<file path="src/rtl/float_pkg.sv">
// float_pkg: definitions shared by the bf16 arithmetic blocks (adders and
// converters): FSM state encoding, bf16 field layout, exponent bias and the
// int16 saturation constants.
package float_pkg;

    // Iterative converter states. The encoding is also exposed as a debug output.
    typedef enum logic [1:0] {
        ST_IDLE  = 2'd0,
        ST_SHIFT = 2'd1,
        ST_DONE  = 2'd2
    } state_t;

    // bf16 layout: sign[15], exponent[14:7], mantissa[6:0]
    localparam int BF16_W        = 16;
    localparam int BF16_SIGN_POS = 15;
    localparam int BF16_EXP_MSB  = 14;
    localparam int BF16_EXP_LSB  = 7;
    localparam int BF16_EXP_W    = 8;
    localparam int BF16_MAN_W    = 7;
    localparam int BF16_BIAS     = 127;

    localparam logic [BF16_EXP_W-1:0] BF16_EXP_ALL_ONES = 8'hFF;

    // -32768.0 is the one input whose exponent sits at the saturation
    // threshold but whose value still fits in int16.
    localparam logic [BF16_W-1:0] BF16_NEG_32768 = 16'hC700;

    localparam int INT16_W = 16;
    localparam logic [INT16_W-1:0] INT16_MAX = 16'h7FFF;
    localparam logic [INT16_W-1:0] INT16_MIN = 16'h8000;

endpackage

</file>
<file path="src/rtl/bf16_to_int16_if.sv">
// bf16_to_int16_if: operand/result handshake bundle of the bf16 -> int16
// converter.
//   a, in_valid   : operand and its valid (producer -> converter)
//   in_ready      : converter can take an operand
//   y, overflow   : int16 result and saturation/NaN flag
//   out_valid     : y/overflow valid
//   out_ready     : consumer takes the result
//
// Handshake: a transfer happens on a rising edge where valid & ready are both
// high. The sender holds its payload stable while valid is high and ready is
// low; valid does not depend combinationally on ready.
interface bf16_to_int16_if;
    import float_pkg::*;

    logic [BF16_W-1:0]  a;
    logic               in_valid;
    logic               in_ready;
    logic [INT16_W-1:0] y;
    logic               overflow;
    logic               out_valid;
    logic               out_ready;

    // master: the environment (operand producer and result consumer)
    modport master (
        output a, in_valid, out_ready,
        input  in_ready, y, overflow, out_valid
    );

    // slave: the converter
    modport slave (
        input  a, in_valid, out_ready,
        output in_ready, y, overflow, out_valid
    );

endinterface

</file>
<file path="src/rtl/bf16_to_int16.sv">
// bf16_to_int16: converts a bf16 operand to a two's-complement int16,
// truncating toward zero and saturating out-of-range values.
// The magnitude is aligned by a one-bit-per-cycle shift register, so the
// normal path takes n+2 edges (including the accept edge), where n is the
// distance of the exponent from BIAS+7; zero, |a|<1, NaN, infinity and
// out-of-range inputs complete on the accept edge.
//
// Ports:
//   clock   : rising-edge clock
//   reset   : synchronous, active-low reset
//   bus     : operand/result handshake (slave side)
//   state_o : current FSM state, for debug/observation
module bf16_to_int16
    import float_pkg::*;
#(
    parameter int BIAS = BF16_BIAS
) (
    input  logic                   clock,
    input  logic                   reset,
    bf16_to_int16_if.slave         bus,
    output state_t                 state_o
);

    // Exponent thresholds, widened by one bit so BIAS+15 cannot wrap.
    localparam logic [BF16_EXP_W:0] E_BIAS  = (BF16_EXP_W+1)'(BIAS);
    localparam logic [BF16_EXP_W:0] E_PIVOT = (BF16_EXP_W+1)'(BIAS + 7);
    localparam logic [BF16_EXP_W:0] E_SAT   = (BF16_EXP_W+1)'(BIAS + 15);

    state_t               state_q;
    logic [INT16_W-1:0]   mag_q;
    logic [2:0]           n_q;
    logic                 left_q;
    logic                 sign_q;
    logic [INT16_W-1:0]   y_q;
    logic                 ovf_q;

    logic [BF16_EXP_W-1:0] exp_f;
    logic [BF16_MAN_W-1:0] man_f;
    logic [BF16_EXP_W:0]   exp_w;

    // Decoded from the operand; only used on the accept edge.
    logic                  special_d;
    logic [INT16_W-1:0]    y_spec_d;
    logic                  ovf_spec_d;
    logic [2:0]            n_d;
    logic                  left_d;

    assign exp_f = bus.a[BF16_EXP_MSB:BF16_EXP_LSB];
    assign man_f = bus.a[BF16_MAN_W-1:0];
    assign exp_w = {1'b0, exp_f};

    always_comb begin
        special_d  = 1'b1;
        y_spec_d   = '0;
        ovf_spec_d = 1'b0;
        n_d        = 3'd0;
        left_d     = 1'b0;
        if (bus.a == BF16_NEG_32768) begin
            // Exactly representable minimum; not an overflow.
            y_spec_d = INT16_MIN;
        end else if (exp_f == '0) begin
            // zero / denormal -> 0
        end else if (exp_f == BF16_EXP_ALL_ONES) begin
            ovf_spec_d = 1'b1;
            if (man_f == '0) begin
                y_spec_d = bus.a[BF16_SIGN_POS] ? INT16_MIN : INT16_MAX;
            end
        end else if (exp_w < E_BIAS) begin
            // |a| < 1 truncates to 0
        end else if (exp_w >= E_SAT) begin
            ovf_spec_d = 1'b1;
            y_spec_d   = bus.a[BF16_SIGN_POS] ? INT16_MIN : INT16_MAX;
        end else begin
            // The hidden one sits at bit 7 of mag; the exponent decides how
            // far and which way it moves to reach its integer weight.
            special_d = 1'b0;
            left_d    = (exp_w >= E_PIVOT);
            n_d       = left_d ? 3'(exp_w - E_PIVOT) : 3'(E_PIVOT - exp_w);
        end
    end

    always_ff @(posedge clock) begin
        if (!reset) begin
            state_q <= ST_IDLE;
            mag_q   <= '0;
            n_q     <= 3'd0;
            left_q  <= 1'b0;
            sign_q  <= 1'b0;
            y_q     <= '0;
            ovf_q   <= 1'b0;
        end else begin
            case (state_q)
                ST_IDLE: begin
                    if (bus.in_valid) begin
                        sign_q <= bus.a[BF16_SIGN_POS];
                        mag_q  <= {8'b0, 1'b1, man_f};
                        if (special_d) begin
                            y_q     <= y_spec_d;
                            ovf_q   <= ovf_spec_d;
                            state_q <= ST_DONE;
                        end else begin
                            n_q     <= n_d;
                            left_q  <= left_d;
                            state_q <= ST_SHIFT;
                        end
                    end
                end
                ST_SHIFT: begin
                    if (n_q != 3'd0) begin
                        // Right shifts drop low bits: truncation toward zero
                        // on the magnitude, applied before the sign.
                        mag_q <= left_q ? {mag_q[INT16_W-2:0], 1'b0}
                                        : {1'b0, mag_q[INT16_W-1:1]};
                        n_q   <= n_q - 3'd1;
                    end else begin
                        y_q     <= sign_q ? (~mag_q + 16'd1) : mag_q;
                        ovf_q   <= 1'b0;
                        state_q <= ST_DONE;
                    end
                end
                ST_DONE: begin
                    if (bus.out_ready) begin
                        state_q <= ST_IDLE;
                    end
                end
                default: state_q <= ST_IDLE;
            endcase
        end
    end

    assign bus.in_ready  = (state_q == ST_IDLE);
    assign bus.out_valid = (state_q == ST_DONE);
    assign bus.y         = y_q;
    assign bus.overflow  = ovf_q;
    assign state_o       = state_q;

endmodule

</file>
<file path="src/flat_wrapper.sv">
// flat-port wrapper written by rule: the top's interface ports become plain ports
module bf16_to_int16_flat import float_pkg::*;
#(
    parameter int BIAS = BF16_BIAS
)
  (clock, reset, state_o, bus_a, bus_in_valid, bus_out_ready, bus_in_ready, bus_y, bus_overflow, bus_out_valid);
  bf16_to_int16_if bus_i ();
  input  logic clock;
  input  logic reset;
  output state_t state_o;
  input wire logic [$bits(bus_i.a)-1:0] bus_a;
  input wire logic [$bits(bus_i.in_valid)-1:0] bus_in_valid;
  input wire logic [$bits(bus_i.out_ready)-1:0] bus_out_ready;
  output wire logic [$bits(bus_i.in_ready)-1:0] bus_in_ready;
  output wire logic [$bits(bus_i.y)-1:0] bus_y;
  output wire logic [$bits(bus_i.overflow)-1:0] bus_overflow;
  output wire logic [$bits(bus_i.out_valid)-1:0] bus_out_valid;
  assign bus_i.a = bus_a;
  assign bus_i.in_valid = bus_in_valid;
  assign bus_i.out_ready = bus_out_ready;
  assign bus_in_ready = bus_i.in_ready;
  assign bus_y = bus_i.y;
  assign bus_overflow = bus_i.overflow;
  assign bus_out_valid = bus_i.out_valid;
  bf16_to_int16 #(.BIAS(BIAS)) u_core (.clock(clock), .reset(reset), .bus(bus_i), .state_o(state_o));
endmodule
</file>
<file path="config.mk">
export PLATFORM = sky130hd
export DESIGN_NAME = bf16_to_int16_flat
export DESIGN_NICKNAME = d
export VERILOG_FILES = /design/src/rtl/float_pkg.sv /design/src/rtl/bf16_to_int16_if.sv /design/src/rtl/bf16_to_int16.sv /design/src/flat_wrapper.sv
export SDC_FILE = /design/constraint.sdc
export NUM_CORES = 1
export LEC_CHECK = 0
export CORE_MARGIN = 4
export CORE_UTILIZATION = 35
export CTS_BUF_LIST = sky130_fd_sc_hd__clkbuf_4 sky130_fd_sc_hd__clkbuf_8 sky130_fd_sc_hd__clkbuf_16
export CTS_CLUSTER_DIAMETER = 80
export CTS_CLUSTER_SIZE = 25
export DETAILED_ROUTE_END_ITERATION = 10
export MAX_ROUTING_LAYER = met4
export PLACE_DENSITY = 0.63
export SETUP_SLACK_MARGIN = 0.02
export SLEW_MARGIN = 15
export SYNTH_ARGS = -nofsm -noshare
export SYNTH_HDL_FRONTEND = slang
export SYNTH_SLANG_ARGS = --single-unit
</file>
<file path="constraint.sdc">
create_clock -name clock -period 6.1 [get_ports clock]
set_clock_uncertainty 0.15 [all_clocks]
set_input_delay 1.22 -clock clock [delete_from_list [all_inputs] [get_ports clock]]
set_output_delay 1.22 -clock clock [all_outputs]
set_load 0.05 [all_outputs]
</file>
======== Word-level counts from Yosys, hierarchy flattened ========
Cells that the tools add are included.
cells by class
  add/subtract/negate cells ............... 4
  order comparisons ....................... 3
  equality and inequality tests ........... 10
  multiplexer cells ....................... 49
  bitwise gates (word level) .............. 2
  reduce and logical (&&, ||, !) cells .... 11
operators with widths
  kind                                                                           count
  16-bit two-way mux                                                             14
  16-bit one-hot mux with 2 select lines                                         2
  3-bit two-way mux                                                              9
  1-bit two-way mux                                                              17
  16-bit by 1-bit adder with 16-bit output (second input constant)               1
  16-bit == test (second input constant)                                         1
  8-bit greater-or-equal comparator (second input constant)                      2
  16-bit inverter                                                                1
  3-bit AND reduction                                                            3
  8-bit == test (second input constant)                                          1
  8-bit logical NOT                                                              1
  8-bit by 7-bit less-than comparator with 1-bit output (second input constant)  1
  2-bit two-way mux                                                              4
  2-bit != test (second input constant)                                          4
  4-bit AND reduction                                                            2
  7-bit logical NOT                                                              1
  2-bit one-hot mux with 3 select lines                                          1
  3-bit one-hot mux with 2 select lines                                          1
  2-bit by 1-bit != test with 1-bit output (second input constant)               2
  3-bit nonzero test                                                             1
  3-bit by 1-bit subtractor with 3-bit output (second input constant)            1
  3-bit subtractor (first input constant)                                        1
  3-bit subtractor (second input constant)                                       1
  2-bit by 1-bit == test with 1-bit output (second input constant)               1
  6 further kinds                                                                6
storage, ports and cells
  bits in registers ....................... 40
  bits of input ports ..................... 20
  output and inout port bits .............. 21

======== Logic depth before layout (Yosys ltp) ========
  word-level depth ........................ 10
  gate-level depth with buffers ........... 9

======== Worst setup path before layout ========
Ideal clock, no wire load.
  path kind ............................... in2reg
  start point ............................. in bus_a[8]
  end point ............................... reg u_core.y_q[10], in the netlist u_core.bus.y[10]
  data arrival time ....................... 2914 ps
  data required time ...................... 5883 ps
  slack ................................... 2969 ps
  cell stages on the path ................. 8
  path buffers ............................ 1
  cell sequence ........................... ha_1 > and4b_1 > and4_4 > or2_4 > or4_4 > and2_4 > buf_12 > a21oi_2
on the way
  cells in the longest elaborated chain, start to end .. 9
  elaborated cells on any way between the ends .. 20
  those cells by class .................... 2 x order compare; 3 x eq/ne; 13 x mux; 2 x reduce/logical
ends and longest elaborated chain
  element                                 line                  RTL
  start: declaration                      flat_wrapper.sv:11    input wire logic [$bits(bus_i.a)-1:0] bus_a;
  8-bit greater-or-equal comparator       bf16_to_int16.sv:70   end else if (exp_w >= E_SAT) begin
  16-bit two-way mux                      bf16_to_int16.sv:70
  16-bit two-way mux                      bf16_to_int16.sv:68   end else if (exp_w < E_BIAS) begin
  16-bit two-way mux                      bf16_to_int16.sv:63   end else if (exp_f == BF16_EXP_ALL_ONES) begin
  16-bit two-way mux                      bf16_to_int16.sv:61   end else if (exp_f == '0) begin
  16-bit two-way mux                      bf16_to_int16.sv:58   if (bus.a == BF16_NEG_32768) begin
  16-bit two-way mux                      bf16_to_int16.sv:97   if (special_d) begin
  16-bit two-way mux                      bf16_to_int16.sv:94   if (bus.in_valid) begin
  16-bit one-hot mux with 2 select lines  bf16_to_int16.sv:92   case (state_q)
  end signal: assignment                  bf16_to_int16.sv:98   y_q <= y_spec_d;
  end signal: assignment                  bf16_to_int16.sv:116  y_q <= sign_q ? (~mag_q + 16'd1) : mag_q;
  end: declaration                        bf16_to_int16.sv:34   logic [INT16_W-1:0] y_q;
Parallel ways exist; a longest one is shown, timed or not. The select of a mux whose other input is x is not followed.
A chain may end at the register's enable or synchronous reset.

======== Worst setup path after layout ========
  start point ............................. in bus_a[8]
  end point ............................... reg u_core.y_q[1], in the netlist u_core.bus.y[1]
Same word-level chain as after synthesis.

==> results by group <==
Power and ir drop
  • Psw: 0.249 mW
  • Seq pwr share: 0.434
  • Cell internal pwr: about 0.45 mW
  • Comb pwr share: 0.323
  • Max VDD drop: 92.6 uV
  • Leakage: roughly 0.97 nW
  • Switching share of power: 0.355
  • PwrDens: 236 mW/mm^2
  • Clock power share: 0.243

Layout
  • Multi-input combinational cell area: 0.00152 sq mm
  • Total area of sequential cells: about 800 sq um
  • Syn-to-layout area delta: 20.8%
  • Diodes inserted: 0
  • Cell Count, Final, Fillers Out: 418
  • Layout cells sized above 1: 0.0901
  • Nets: 350
  • # fillers: just under 700

CTS
  • CTS Sinks: 40
  • CTS Buf Count: 5
  • Clock buffer depth: 2
  • Clk slew on worst S/H paths: 0.07 ns
  • # hold bufs at CTS: 0
  • CTS Root Cell: clkbuf_8
  • Post-cts sizing count: 0
  • CTS tree: done
  • CTS H-tree lvls: 2
  • Postcts setup bufs: 0
  • Skew-Pair Late Insertion Delay: 0.29 ns

Route
  • Vias per cell: 4.97
  • DRT iter0 DRCs: 113
  • Remaining DRCs: 0
  • Aggregate routed wire length: 5340 microns
  • Routed Antenna Nets: 0
  • DRT Pass-1 Iters: 4
  • Via count of the routed design: 2079
  • Wirelength per Cell: 12.8 microns

Worst setup path
  • Cells along the critical path: clkdlybuf4s50_1, ha_1, and4b_1, and4_4, or2_4, or4_4, and2_4, a21oi_1
  • Crit path kind: in2reg
  • Crit path launch type: input port
  • CP delay by family, top: simple AND/OR/NAND/NOR gates
  • R2r startpoint: u_core.n_q[0]
  • Buf/Inv on CP: 1
  • Worst flop-to-flop path endpoint: u_core.n_q[2]
  • Arrival @ worst endpoint: roughly 3.6 ns
  • Number of cells on the critical path: 8
  • Max incr delay on CP: 0.55 ns
  • Crit. End Element: flop
  • Req. time, crit path: 6.17 ns
  • Crit path max-delay cell type: clkdlybuf4s50_1
  • Crit path max fanout: 14
  • Reg2reg setup slack: 3.77 ns
  • R2R cell count: 7

Place
  • Placed cell count: a little over 400
  • GP Congestion: 0.817
  • DP HPWL: 3790 microns
  • Dpl ws: 2.31 ns
  • Port Buf Inserts: 40

Synthesis
  • Top-count cell post-synth: dfxtp_1
  • Synth Flop Type: dfxtp_1
  • Post-synthesis sequential area ratio: 0.326
  • Post-synth top area share: 0.326
  • Synthesized area per cell: 8.30 sq um
  • Synth Net Count: 324
  • Synth area leader: dfxtp_1
  • Post-synth EDFFs: 0
  • FFs w/ async S/R, synth: 0
  • Synth top area cells: dfxtp_1, mux2i_1, xnor2_1
  • #FFs+latches synth: 40
  • Commonest cells post-synth: dfxtp_1, nand2_1, a21oi_1, clkbuf_1
  • Cells after Synth: 296
  • Unique masters post-synth: 51
  • Post-Syn Area: 0.00246 sq mm
  • Ys Warns: 0

STA
  • Min Tclk post-route: 3.50 ns
  • Tcrit/Tclk final: 0.574
  • RSZ-0062 raised after global routing: false
  • Setup ws final: approximately 2.6 ns
  • Max-slew violation count: 0
  • Least-Margin Pin Slew: roughly 0.9 ns
  • Final hold viol count: 0
  • # setup viols final: 0
  • Slew margin rel.: 0.399
  • TNS Setup: 0 ns
  • Max frequency: 286 MHz

Die
  • Die Ht: 91.8 microns
  • Die width: a little over 90 microns
  • Die Footprint: 0.00842 sq mm
  • Core ar.: 0.00679 sq mm
  • I/O Pins: between 40 and 50
  • Initial Util: 0.362
  • Row count: 30

Global routing
  • Largest net degree at the start of global routing: 42
  • Overflow left after global routing: 0
  • Global-route wire length before repair: 9050 microns
  • Number of global-route vias before repair: approximately 1900
  • Gr usage total: 0.133
  • Initial antenna violation count: 0

Min path
  • Hold path start: u_core.bus.y[15]
  • Hold path cells: 2
  • Hold EP: u_core.bus.y[15]
  • Hold WC Path Type: reg2reg

Run
  • Max_cap viols: 0

Outcome
  • Status: completed
## per-layer routing
| metal | track usage | share of wire | up-vias |
|---|---|---|---|
| met5 | - | 0 | - |
| met4 | 0.0483 | 0.016 | 0 |
| met3 | 0.0213 | 0.045 | 7 |
| met2 | 0.192 | 0.41 | 47 |
| met1 | 0.187 | 0.53 | 927 |
| li1 | - | - | 1098 |
## power by group through the flow
stage	registers (mW)	clock network, mW	logic [mW]
after global routing	0.308	0.183	0.247
after global placement	0.309	0	0.226
after floorplan	0.352	0	0.120
after detailed placement	0.310	0	0.227
after CTS	0.304	0.178	0.228
final	0.304	0.170	0.226
## worst max path at each step
stage | from | endpoint | slack, ns
after floorplan | bus_a[8] | u_core.bus.y[10] | 2.97
after global placement | bus_a[8] | u_core.bus.y[1] | 2.35
after detailed placement | bus_a[8] | u_core.bus.y[1] | 2.31
after CTS | bus_a[8] | u_core.bus.y[1] | 2.61
after global routing | bus_a[8] | u_core.bus.y[1] | 2.52
final | bus_a[8] | u_core.bus.y[1] | 2.60
## placed cells by master (no fill, tap or decap), drive strengths merged, types with 2 or more instances in the layout
master	instances
nor3	11
nor2	15
nor2b	18
or4	3
inv	7
xnor2	15
a211oi	9
a21boi	2
nand4	2
clkbuf	6
o41ai	3
clkdlybuf4s50	40
buf	2
a31oi	3
nand2	31
nor4	2
dfxtp	40
nand3	4
and2	3
o31ai	4
ha	8
o21ai	24
mux2i	18
nand2b	3
a21oi	31
## per-stage QoR
step / utilization / power [mW] / hold WS [ns] / area (sq um)
floorplan: - / 0.472 / 0.306 / 2460
detailed placement: 0.425 / 0.537 / 0.335 / 2890
global route: 0.437 / 0.737 / 0.374 / 2970
CTS: 0.437 / 0.709 / 0.347 / 2970
global placement: 0.425 / 0.536 / 0.319 / 2890
finish: 0.437 / 0.700 / 0.344 / 2970
## logic make-up after synthesis
logic type | count (synthesis) | synth area share
AND/OR/NAND/NOR | 100 | 0.223
AO/OA/AOI/OAI | 85 | 0.230
flip-flops | 40 | 0.326
buffers and inverters | 30 | 0.0535
adder cells (fa/ha/maj) | 8 | 0.0408
multiplexers | 18 | 0.0734
XOR/XNOR | 15 | 0.0535
## registers in the layout, indices dropped and copies added (netlist names)
signal / cells
u_core.bus.overflow: 1
u_core.bus.y: 16
u_core.left_q: 1
u_core.mag_q: 16
u_core.n_q: 3
u_core.sign_q: 1
u_core.state_o: 2
## cell type report
type,count,share of cell area
inverter,7,0.00885
clock inverter,1,0.00169
timing repair buffer,42,0.140
sequential,40,0.270
multi-input combinational,226,0.513
tap,96,0.0405
clock buffer,6,0.0257
## tightest hold or removal path: stages, from the launching register on
cell,delay [ns]
dfxtp_1,0.32
nand2_1,0.06
o32ai_1,0.07
No activity file was read; power rests on OpenSTA's default activity.
